`src/rtl/ult_meas_ctrl.sv`:
```
// ---------------------------------------------------------------------------
// ult_meas_ctrl
//
// Purpose:
//   Controller for an HC-SR04 style ultrasonic ranger. While en is high it
//   fires a trigger pulse once every measurement period. It then times the
//   echo pulse in centimetre units and reports the distance. A missing echo
//   or an echo that stays high too long is reported as an error.
//
// Parameters:
//   CLK_MHZ    clock frequency in MHz
//   TRIG_US    trigger pulse width in us
//   PERIOD_MS  measurement repetition period in ms
//   TMO_MS     echo wait / echo high timeout in ms
//   US_PER_CM  round-trip echo time per cm in us
//
// Ports:
//   clk       in   system clock (single domain)
//   rstn      in   asynchronous active-low reset
//   en        in   1 = run continuous measurement cycles
//   echo      in   sensor echo, asynchronous to clk
//   trig      out  sensor trigger pulse (registered)
//   dist_cm   out  last valid distance in cm, held between updates
//   dist_vld  out  one-cycle pulse when dist_cm updates
//   err       out  last cycle timed out; held until next valid result
//   busy      out  high whenever the controller is not idle
// ---------------------------------------------------------------------------
module ult_meas_ctrl #(
  parameter int CLK_MHZ   = 12,
  parameter int TRIG_US   = 10,
  parameter int PERIOD_MS = 60,
  parameter int TMO_MS    = 30,
  parameter int US_PER_CM = 58
) (
  input  logic       clk,
  input  logic       rstn,
  input  logic       en,
  input  logic       echo,
  output logic       trig,
  output logic [9:0] dist_cm,
  output logic       dist_vld,
  output logic       err,
  output logic       busy
);

  localparam int TRIG_CYC   = CLK_MHZ * TRIG_US;
  localparam int PERIOD_CYC = CLK_MHZ * 1000 * PERIOD_MS;
  localparam int TMO_CYC    = CLK_MHZ * 1000 * TMO_MS;
  localparam int CM_CYC     = CLK_MHZ * US_PER_CM;

  // The period counter can run past PERIOD_CYC when the timeouts add up to
  // more than one period, so size it for the longest possible cycle.
  localparam int LONGEST_CYC = TRIG_CYC + 2 * TMO_CYC + 2;
  localparam int PER_MAX     = (PERIOD_CYC > LONGEST_CYC) ? PERIOD_CYC : LONGEST_CYC;
  localparam int PER_W       = $clog2(PER_MAX + 1);
  localparam int TMO_W       = $clog2(TMO_CYC + 1);
  localparam int PRE_W       = $clog2(CM_CYC + 1);

  localparam logic [PER_W-1:0] TRIG_LAST = PER_W'(TRIG_CYC - 1);
  localparam logic [PER_W-1:0] PER_LAST  = PER_W'(PERIOD_CYC - 1);
  localparam logic [TMO_W-1:0] TMO_LAST  = TMO_W'(TMO_CYC - 1);
  localparam logic [PRE_W-1:0] PRE_LAST  = PRE_W'(CM_CYC - 1);

  // The clock on which the rising edge is seen already has echo_s high. It
  // is counted as the first high clock so that an echo high for N clocks
  // measures exactly N clocks.
  localparam logic [PRE_W-1:0] PRE_FIRST = (CM_CYC == 1) ? PRE_W'(0) : PRE_W'(1);
  localparam logic [9:0]       CM_FIRST  = (CM_CYC == 1) ? 10'd1 : 10'd0;

  typedef enum logic [2:0] {
    S_IDLE      = 3'd0,
    S_TRIG      = 3'd1,
    S_WAIT_RISE = 3'd2,
    S_MEASURE   = 3'd3,
    S_HOLD      = 3'd4
  } state_t;

  state_t           state_q;
  logic [PER_W-1:0] per_cnt_q;
  logic [TMO_W-1:0] tmo_cnt_q;
  logic [PRE_W-1:0] pre_cnt_q;
  logic [9:0]       cm_cnt_q;

  logic             echo_meta_q;
  logic             echo_s_q;
  logic             echo_prev_q;

  logic             trig_q;
  logic [9:0]       dist_cm_q;
  logic             dist_vld_q;
  logic             err_q;
  logic             busy_q;

  logic             echo_rise_d;
  logic             echo_fall_d;
  logic [9:0]       cm_inc_d;

  assign echo_rise_d = echo_s_q & ~echo_prev_q;
  assign echo_fall_d = ~echo_s_q & echo_prev_q;
  assign cm_inc_d    = (cm_cnt_q == 10'd1023) ? cm_cnt_q : cm_cnt_q + 10'd1;

  always_ff @(posedge clk or negedge rstn) begin
    if (!rstn) begin
      state_q     <= S_IDLE;
      per_cnt_q   <= '0;
      tmo_cnt_q   <= '0;
      pre_cnt_q   <= '0;
      cm_cnt_q    <= '0;
      echo_meta_q <= 1'b0;
      echo_s_q    <= 1'b0;
      echo_prev_q <= 1'b0;
      trig_q      <= 1'b0;
      dist_cm_q   <= '0;
      dist_vld_q  <= 1'b0;
      err_q       <= 1'b0;
      busy_q      <= 1'b0;
    end else begin
      echo_meta_q <= echo;
      echo_s_q    <= echo_meta_q;
      echo_prev_q <= echo_s_q;
      dist_vld_q  <= 1'b0;

      // Free-running period timebase; cleared below on every entry to S_TRIG.
      if (state_q != S_IDLE) begin
        per_cnt_q <= per_cnt_q + PER_W'(1);
      end

      case (state_q)
        S_IDLE: begin
          if (en) begin
            state_q   <= S_TRIG;
            trig_q    <= 1'b1;
            busy_q    <= 1'b1;
            per_cnt_q <= '0;
          end
        end

        // The period counter doubles as the trigger width timer.
        S_TRIG: begin
          if (per_cnt_q == TRIG_LAST) begin
            state_q   <= S_WAIT_RISE;
            trig_q    <= 1'b0;
            tmo_cnt_q <= '0;
          end
        end

        // Only a genuine 0->1 transition starts a measurement; an echo that
        // is already high on entry never produces echo_rise_d.
        S_WAIT_RISE: begin
          if (echo_rise_d) begin
            state_q   <= S_MEASURE;
            tmo_cnt_q <= TMO_W'(1);
            pre_cnt_q <= PRE_FIRST;
            cm_cnt_q  <= CM_FIRST;
          end else if (tmo_cnt_q == TMO_LAST) begin
            state_q <= S_HOLD;
            err_q   <= 1'b1;
          end else begin
            tmo_cnt_q <= tmo_cnt_q + TMO_W'(1);
          end
        end

        // Without a falling edge echo_s is necessarily still high here, so
        // every non-falling cycle is a counted high clock.
        S_MEASURE: begin
          if (echo_fall_d) begin
            state_q    <= S_HOLD;
            dist_cm_q  <= cm_cnt_q;
            dist_vld_q <= 1'b1;
            err_q      <= 1'b0;
          end else if (tmo_cnt_q == TMO_LAST) begin
            state_q <= S_HOLD;
            err_q   <= 1'b1;
          end else begin
            tmo_cnt_q <= tmo_cnt_q + TMO_W'(1);
            if (pre_cnt_q == PRE_LAST) begin
              pre_cnt_q <= '0;
              cm_cnt_q  <= cm_inc_d;
            end else begin
              pre_cnt_q <= pre_cnt_q + PRE_W'(1);
            end
          end
        end

        // The >= comparison covers configurations where a timed-out cycle
        // is already past the nominal period on arrival.
        S_HOLD: begin
          if (per_cnt_q >= PER_LAST) begin
            if (en) begin
              state_q   <= S_TRIG;
              trig_q    <= 1'b1;
              per_cnt_q <= '0;
            end else begin
              state_q <= S_IDLE;
              busy_q  <= 1'b0;
            end
          end
        end

        default: begin
          state_q <= S_IDLE;
          trig_q  <= 1'b0;
          busy_q  <= 1'b0;
        end
      endcase
    end
  end

  assign trig     = trig_q;
  assign dist_cm  = dist_cm_q;
  assign dist_vld = dist_vld_q;
  assign err      = err_q;
  assign busy     = busy_q;

endmodule
```
`config.mk`:
```
export PLATFORM = sky130hd
export DESIGN_NAME = ult_meas_ctrl
export DESIGN_NICKNAME = d
export VERILOG_FILES = /design/src/rtl/ult_meas_ctrl.sv
export SDC_FILE = /design/constraint.sdc
export NUM_CORES = 1
export LEC_CHECK = 0
export ABC_CLOCK_PERIOD_IN_PS = 2850
export BUFFER_PORTS_ARGS = -buffer_cell sky130_fd_sc_hd__buf_2
export CAP_MARGIN = 20
export CORE_UTILIZATION = 35
export CTS_CLUSTER_SIZE = 14
export DETAILED_ROUTE_END_ITERATION = 8
export PLACE_DENSITY_LB_ADDON = 0.12
export SETUP_SLACK_MARGIN = 0.05
export SLEW_MARGIN = 15
export SYNTH_ARGS = -nofsm -noshare
export SYNTH_HDL_FRONTEND = slang
export SYNTH_SLANG_ARGS = --single-unit
```
`constraint.sdc`:
```
create_clock -name clk -period 2.85 [get_ports clk]
set_input_delay 0.57 -clock clk [delete_from_list [all_inputs] [get_ports clk]]
set_output_delay 0.57 -clock clk [all_outputs]
set_load 0.01 [all_outputs]
```
After elaboration in Yosys (flattened, before gate mapping)
Index checks and enable logic that the tools add are counted.
Widths: inputs -> output; s select.
{"block": "word_totals", "ff_bits": 79, "in_bits": 4, "output_inout_bits": 14}
{"block": "classes", "addsub": 4, "order_cmp": 1, "n_eq_ne": 18, "n_mux": 42, "n_bitwise": 6, "reduce_logical": 14}
{"cell": "$mux 10", "count": 9}
{"cell": "$mux 19", "count": 4}
{"cell": "$mux 20", "count": 3}
{"cell": "$pmux 19 s3", "count": 1}
{"cell": "$pmux 10 s2", "count": 2}
{"cell": "$pmux 20 s2", "count": 1}
{"cell": "$add 10x1->10 const B", "count": 2}
{"cell": "$add 20x1->20 const B", "count": 1}
{"cell": "$eq 10x10->1 const B", "count": 2}
{"cell": "$eq 20x7->1 const B", "count": 1}
{"cell": "$ge 20x20->1 const B", "count": 1}
{"cell": "$ne 2x2->1 const B", "count": 10}
{"cell": "$add 19x1->19 const B", "count": 1}
{"cell": "$eq 19x19->1 const B", "count": 1}
{"cell": "$mux 3", "count": 6}
{"cell": "$pmux 3 s5", "count": 1}
{"cell": "$mux 1", "count": 12}
{"cell": "$reduce_and 3->1", "count": 3}
{"cell": "$reduce_and 4->1", "count": 2}
{"cell": "$eq 3x2->1 const B", "count": 2}
{"cell": "$reduce_and 6->1", "count": 1}
{"cell": "$reduce_bool 3->1", "count": 2}
{"cell": "$not 1->1", "count": 4}
{"cell": "$pmux 1 s4", "count": 1}
{"cell": "other kinds (10)", "count": 12}

Depth between registers and ports, before layout
{"block": "logic_depth", "depth_word": 6, "mapped_depth": 9}

Worst setup path before layout
No wires, ideal clock.
{"block": "synth_path", "path_kind": "register to register", "startpoint": "register per_cnt_q[0]", "endpoint": "register tmo_cnt_q[9]", "setup_time_ps": 73, "arrival_time_ps": 2378, "slack_ps": 399, "stages_incl_launch_ff": 9, "n_path_buf": 1, "synth_period_minus_slack_ps": 2451, "path_cell_list": "dfrtp_1 -> ha_1 -> nand4_1 -> or3b_4 -> or4b_4 -> and2_4 -> buf_6 -> or3_1 -> a21oi_2"}
{"block": "synth_between", "elab_chain_cells": 3}
{"item": "from (decl)", "line_no": "79", "rtl": "logic [PER_W-1:0] per_cnt_q;"}
{"item": "from (signal assigned)", "line_no": "125", "rtl": "per_cnt_q <= per_cnt_q + PER_W'(1);"}
{"item": "$eq 20x7->1", "line_no": "140", "rtl": "if (per_cnt_q == TRIG_LAST) begin"}
{"item": "$ne 2x2->1 (no source line)"}
{"item": "$reduce_and 3->1 (no source line)"}
{"item": "to (signal assigned)", "line_no": "159", "rtl": "tmo_cnt_q <= tmo_cnt_q + TMO_W'(1);"}
{"item": "to (signal assigned)", "line_no": "175", "rtl": "tmo_cnt_q <= tmo_cnt_q + TMO_W'(1);"}
{"item": "to (decl)", "line_no": "80", "rtl": "logic [TMO_W-1:0] tmo_cnt_q;"}
Every way passes these cells.
A chain may end at the register's enable or synchronous reset.

Worst setup path after layout
{"block": "layout_path", "startpoint": "register per_cnt_q[0]", "endpoint": "register tmo_cnt_q[12]"}
Same word-level chain as after synthesis.

==> impl_metrics.xml <==
<?xml version="1.0" encoding="UTF-8"?>
<metrics>
  <group name="outcome">
    <metric name="run_status" unit="">finished, final reports clean</metric>
  </group>
  <group name="timing">
    <metric name="worst_slew_pin_slew" unit="ns">0.661</metric>
    <metric name="timing.final.setup_violations" unit="">0</metric>
    <metric name="layout_min_cycle_time" unit="ns">2.67</metric>
    <metric name="rsz0062_at_grt" unit="">false</metric>
    <metric name="final-max-slew-violation-count" unit="">0</metric>
    <metric name="tns" unit="ns">0</metric>
    <metric name="relSlewSlack" unit="%">55.9</metric>
    <metric name="timing.final.crit_share" unit="%">93.8</metric>
    <metric name="holdWs" unit="ns">0.244</metric>
    <metric name="timing_hold_violations_final" unit="">0</metric>
    <metric name="fmaxAchievable" unit="GHz">0.374</metric>
    <metric name="timing.clock.skew" unit="ns">0.00994</metric>
  </group>
  <group name="final_layout">
    <metric name="filler_cell_count" unit="">1143</metric>
    <metric name="net_total_in_the_final_layout" unit="">468</metric>
    <metric name="layout-area-overhead-vs-synth" unit="%">15.5</metric>
    <metric name="final-instance-count-excl-fill" unit="">607</metric>
    <metric name="antennaDiodeCount" unit="">0</metric>
    <metric name="post_route_cells_drive_above_1_share" unit="%">14.2</metric>
  </group>
  <group name="pwr">
    <metric name="totalPowerFinal" unit="uW">2700</metric>
    <metric name="vdd_ir_drop_max" unit="mV">0.337</metric>
    <metric name="power.density" unit="nW/um^2">571</metric>
    <metric name="leakagePower" unit="uW">0.00198</metric>
  </group>
  <group name="synth">
    <metric name="yosys_warnings" unit="">0</metric>
    <metric name="synth_top_area_cells" unit="">sky130_fd_sc_hd__dfrtp_1 48%, sky130_fd_sc_hd__nor2_1 5.2%, sky130_fd_sc_hd__xnor2_1 4.7%</metric>
    <metric name="synth.cell_area" unit="um^2">4100</metric>
    <metric name="synth_enable_flop_cells" unit="">0</metric>
    <metric name="synthesis.nets" unit="">443</metric>
    <metric name="avg_cell_area_syn" unit="um^2">9.42</metric>
    <metric name="synthDominantAreaCellType" unit="">sky130_fd_sc_hd__dfrtp_1</metric>
    <metric name="synth_largest_type_area_fraction" unit="%">48.3</metric>
    <metric name="sequential_to_total_area_share_from_yosys_stat" unit="%">48.3</metric>
    <metric name="asyncSetResetFlopFracSynth" unit="%">100</metric>
    <metric name="post_synth_num_cell_types" unit="">53</metric>
    <metric name="postSynthRegisterBits" unit="">79</metric>
    <metric name="synthCells" unit="">435</metric>
    <metric name="yosys_most_used_dff" unit="">sky130_fd_sc_hd__dfrtp_1</metric>
  </group>
  <group name="cts">
    <metric name="cts_tree" unit="">done</metric>
    <metric name="tritoncts_num_sinks" unit="">79</metric>
    <metric name="htree_num_levels" unit="">3</metric>
    <metric name="cts_buffer_depth" unit="">2</metric>
    <metric name="clock_latency_on_the_worst_skew_pair" unit="ns">0.34</metric>
    <metric name="number_of_buffers_created_by_cts" unit="">9</metric>
    <metric name="post_cts_hold_buffer_count" unit="">0</metric>
    <metric name="clock_root_buffer" unit="">sky130_fd_sc_hd__clkbuf_16</metric>
    <metric name="clk_transition_reported_paths" unit="ns">0.06</metric>
  </group>
  <group name="setup_path">
    <metric name="timing.reg2reg.worst_path_depth" unit="">7</metric>
    <metric name="timing.critical_path.slowest_cell_delay" unit="ns">0.64</metric>
    <metric name="worstSetupPathType" unit="">reg -&gt; reg</metric>
    <metric name="rr_endpoint" unit="">tmo_cnt_q[12]</metric>
    <metric name="required" unit="ns">3.07</metric>
    <metric name="setup.worst_path.start_class" unit="">flop</metric>
    <metric name="r2r_start" unit="">per_cnt_q[0]</metric>
    <metric name="path_cells" unit="">ha_1 &gt; nand4_1 &gt; or3b_4 &gt; or4b_4 &gt; a2111oi_1 &gt; xnor2_1 &gt; nor2_2</metric>
    <metric name="cp_slowest_cell" unit="">sky130_fd_sc_hd__or4b_4</metric>
    <metric name="crit_fanout" unit="">11</metric>
    <metric name="reg2reg_setup_slack" unit="ns">0.18</metric>
    <metric name="critPathArrivalTime" unit="ns">2.90</metric>
    <metric name="cp-end-kind" unit="">flop</metric>
    <metric name="critical_path.startpoint" unit="">per_cnt_q[0]</metric>
  </group>
  <group name="min_path">
    <metric name="min-delay-path-class" unit="">in -&gt; async</metric>
  </group>
  <group name="floorplanning">
    <metric name="die_width" unit="um">110</metric>
    <metric name="floorplan.initialDensity" unit="%">35.9</metric>
    <metric name="floorplan.die_area" unit="um^2">12100</metric>
    <metric name="design.portCount" unit="">18</metric>
    <metric name="rows" unit="">39</metric>
    <metric name="design.core.area" unit="um^2">11400</metric>
    <metric name="die_y" unit="um">110</metric>
  </group>
  <group name="placed_design">
    <metric name="post-dp-hpwl" unit="mm">6.08</metric>
    <metric name="gp_congestion" unit="">0.812</metric>
    <metric name="numPlacedInstances" unit="">589</metric>
    <metric name="port_buffers" unit="">17</metric>
  </group>
  <group name="route">
    <metric name="via_count" unit="">3213</metric>
    <metric name="detail_route.iter0.violations" unit="">200</metric>
    <metric name="detail_route.wirelength" unit="mm">8.97</metric>
    <metric name="post_drt_via_cell_ratio" unit="">5.29</metric>
    <metric name="post-route-drc-count" unit="">0</metric>
    <metric name="detail_route.first_pass.iterations" unit="">4</metric>
    <metric name="post_drt_wl_per_cell" unit="um">14.8</metric>
    <metric name="antenna_violating_nets_post_route" unit="">0</metric>
  </group>
  <group name="global_routing">
    <metric name="grt_util_met3" unit="%">3.88</metric>
    <metric name="grt_remaining_overflow" unit="">0</metric>
    <metric name="grt_pass1_vias" unit="">3022</metric>
    <metric name="grt_use_met1" unit="%">22.5</metric>
    <metric name="use_met2" unit="%">24.4</metric>
    <metric name="grt_start_max_net_pins" unit="">46</metric>
    <metric name="grt_usage" unit="%">16.0</metric>
    <metric name="most_used_layer_global_route" unit="">met2</metric>
    <metric name="first_pass_grt_wire_length" unit="mm">15.1</metric>
    <metric name="antenna_found_initial" unit="">0</metric>
  </group>
  <group name="run">
    <metric name="drv_cap" unit="">0</metric>
  </group>
</metrics>
metrics by stage:
| stage | worst slack (ns) | utilization (%) | cell area, um^2 |
|---|---|---|---|
| final | 0.177 | 41.4 | 4730 |
| after global routing | 0.0249 | 41.4 | 4730 |
| after CTS | 0.159 | 41.2 | 4700 |
| after detailed placement | 0.168 | 38.4 | 4390 |
| after global placement | 0.203 | 38.4 | 4390 |
| after floorplan | 0.399 | - | 4100 |
placed cells by master (no fill, tap or decap), types with 2 or more instances in the layout:
cell                        instances
sky130_fd_sc_hd__a211oi_1           7
sky130_fd_sc_hd__a21o_1             3
sky130_fd_sc_hd__a21oi_1           16
sky130_fd_sc_hd__a31oi_1            2
sky130_fd_sc_hd__and3_1             8
sky130_fd_sc_hd__and4_1             4
sky130_fd_sc_hd__buf_2             16
sky130_fd_sc_hd__buf_4             14
sky130_fd_sc_hd__bufinv_16          2
sky130_fd_sc_hd__clkbuf_16          9
sky130_fd_sc_hd__clkinv_2           2
sky130_fd_sc_hd__dfrtp_1           79
sky130_fd_sc_hd__ha_1               4
sky130_fd_sc_hd__inv_1              5
sky130_fd_sc_hd__mux2_1             5
sky130_fd_sc_hd__mux2_2             6
sky130_fd_sc_hd__nand2_1           35
sky130_fd_sc_hd__nand2b_1           7
sky130_fd_sc_hd__nand3_1           20
sky130_fd_sc_hd__nand3b_1           5
sky130_fd_sc_hd__nand4_1           17
sky130_fd_sc_hd__nor2_1            57
sky130_fd_sc_hd__nor2b_1            5
sky130_fd_sc_hd__nor3_1            16
sky130_fd_sc_hd__nor3b_1            2
sky130_fd_sc_hd__nor4_1             7
sky130_fd_sc_hd__nor4b_1            2
sky130_fd_sc_hd__o21ai_0           22
sky130_fd_sc_hd__o21ai_1           15
sky130_fd_sc_hd__o31ai_1            9
sky130_fd_sc_hd__o31ai_2            2
sky130_fd_sc_hd__or2_2              4
sky130_fd_sc_hd__or3_1              7
sky130_fd_sc_hd__xnor2_1           22
sky130_fd_sc_hd__xor2_1             5
logic make-up (layout without fill, tap and decap cells):
logic type / count (synthesis) / after routing / synth area share [%]
fa+ha+maj: 4 / 4 / 1.22
simple gates: 202 / 202 / 25.1
flops: 79 / 79 / 48.3
compound gates: 89 / 89 / 13.9
mux: 12 / 12 / 3.27
buf+inv: 22 / 51 / 2.41
xor+xnor: 27 / 27 / 5.77
routing by layer:
metal,vias up,routed length [um]
met1,1551,4500
met2,40,4130
met3,7,228
met4,0,101
li1,1615,-
met5,-,0
synthesized netlist by cell type (3+ instances only):
library cell                n
sky130_fd_sc_hd__dfrtp_1   79
sky130_fd_sc_hd__nor2_1    57
sky130_fd_sc_hd__nand2_1   35
sky130_fd_sc_hd__o21ai_0   22
sky130_fd_sc_hd__xnor2_1   22
sky130_fd_sc_hd__nand3_1   20
sky130_fd_sc_hd__nand4_1   17
sky130_fd_sc_hd__a21oi_1   16
sky130_fd_sc_hd__nor3_1    16
sky130_fd_sc_hd__o21ai_1   15
sky130_fd_sc_hd__clkbuf_1  13
sky130_fd_sc_hd__o31ai_1   11
sky130_fd_sc_hd__and3_1     8
sky130_fd_sc_hd__a211oi_1   7
sky130_fd_sc_hd__nand2b_1   7
sky130_fd_sc_hd__nor4_1     7
sky130_fd_sc_hd__or3_1      7
sky130_fd_sc_hd__mux2_2     6
sky130_fd_sc_hd__inv_1      5
sky130_fd_sc_hd__mux2_1     5
sky130_fd_sc_hd__nand3b_1   5
sky130_fd_sc_hd__nor2b_1    5
sky130_fd_sc_hd__xor2_1     5
sky130_fd_sc_hd__and4_1     4
sky130_fd_sc_hd__ha_1       4
sky130_fd_sc_hd__or2_2      4
sky130_fd_sc_hd__a21o_1     3
how the worst max path moves through the flow:
stage | endpoint | slack (ns) | cells after the start
6_report | tmo_cnt_q[12] | 0.18 | 7
5_1_grt | tmo_cnt_q[12] | 0.02 | 7
4_1_cts | tmo_cnt_q[5] | 0.16 | 7
3_5_place_dp | tmo_cnt_q[5] | 0.17 | 7
3_3_place_gp | tmo_cnt_q[5] | 0.20 | 7
2_1_floorplan | tmo_cnt_q[9] | 0.40 | 8
critical path, delay by kind of cell (launching register included):
kind	cells	cell delay (ns)
compound gates	1	0.51
xor+xnor	1	0.20
fa+ha+maj	1	0.22
flops	1	0.38
simple gates	4	1.24
where the power goes:
part | internal (uW) | switching [uW] | total, uW
Combinational | 84.8 | 106 | 190
Clock | 760 | 464 | 1220
Sequential | 1190 | 93.1 | 1280
Total | 2040 | 663 | 2700
area by class of cell:
type | count | area, um^2 | share of cell area, %
tap | 143 | 179 | 3.78
inverter | 5 | 18.8 | 0.397
clock inverter | 6 | 86.3 | 1.83
timing repair buffer | 31 | 205 | 4.34
multi-input combinational | 334 | 2040 | 43.1
clock buffer | 9 | 225 | 4.76
sequential | 79 | 1980 | 41.8
registers in the layout (all words and copies together), names as in the netlist:
name and flops:
busy 1, echo_prev_q 1, tmo_cnt_q 19, state_q 3
cm_cnt_q 10, echo_meta_q 1, dist_vld 1, trig 1
echo_s_q 1, pre_cnt_q 10, per_cnt_q 20, dist_cm 10
err 1
timing repair:
| item | 4_1_cts | 5_1_grt |
|---|---|---|
| endpoints found under the setup margin | 0 | 1 |
| resized for setup | 0 | 1 |
| buffers inserted | 0 | 3 |
Power figures use the tool's default switching activity.
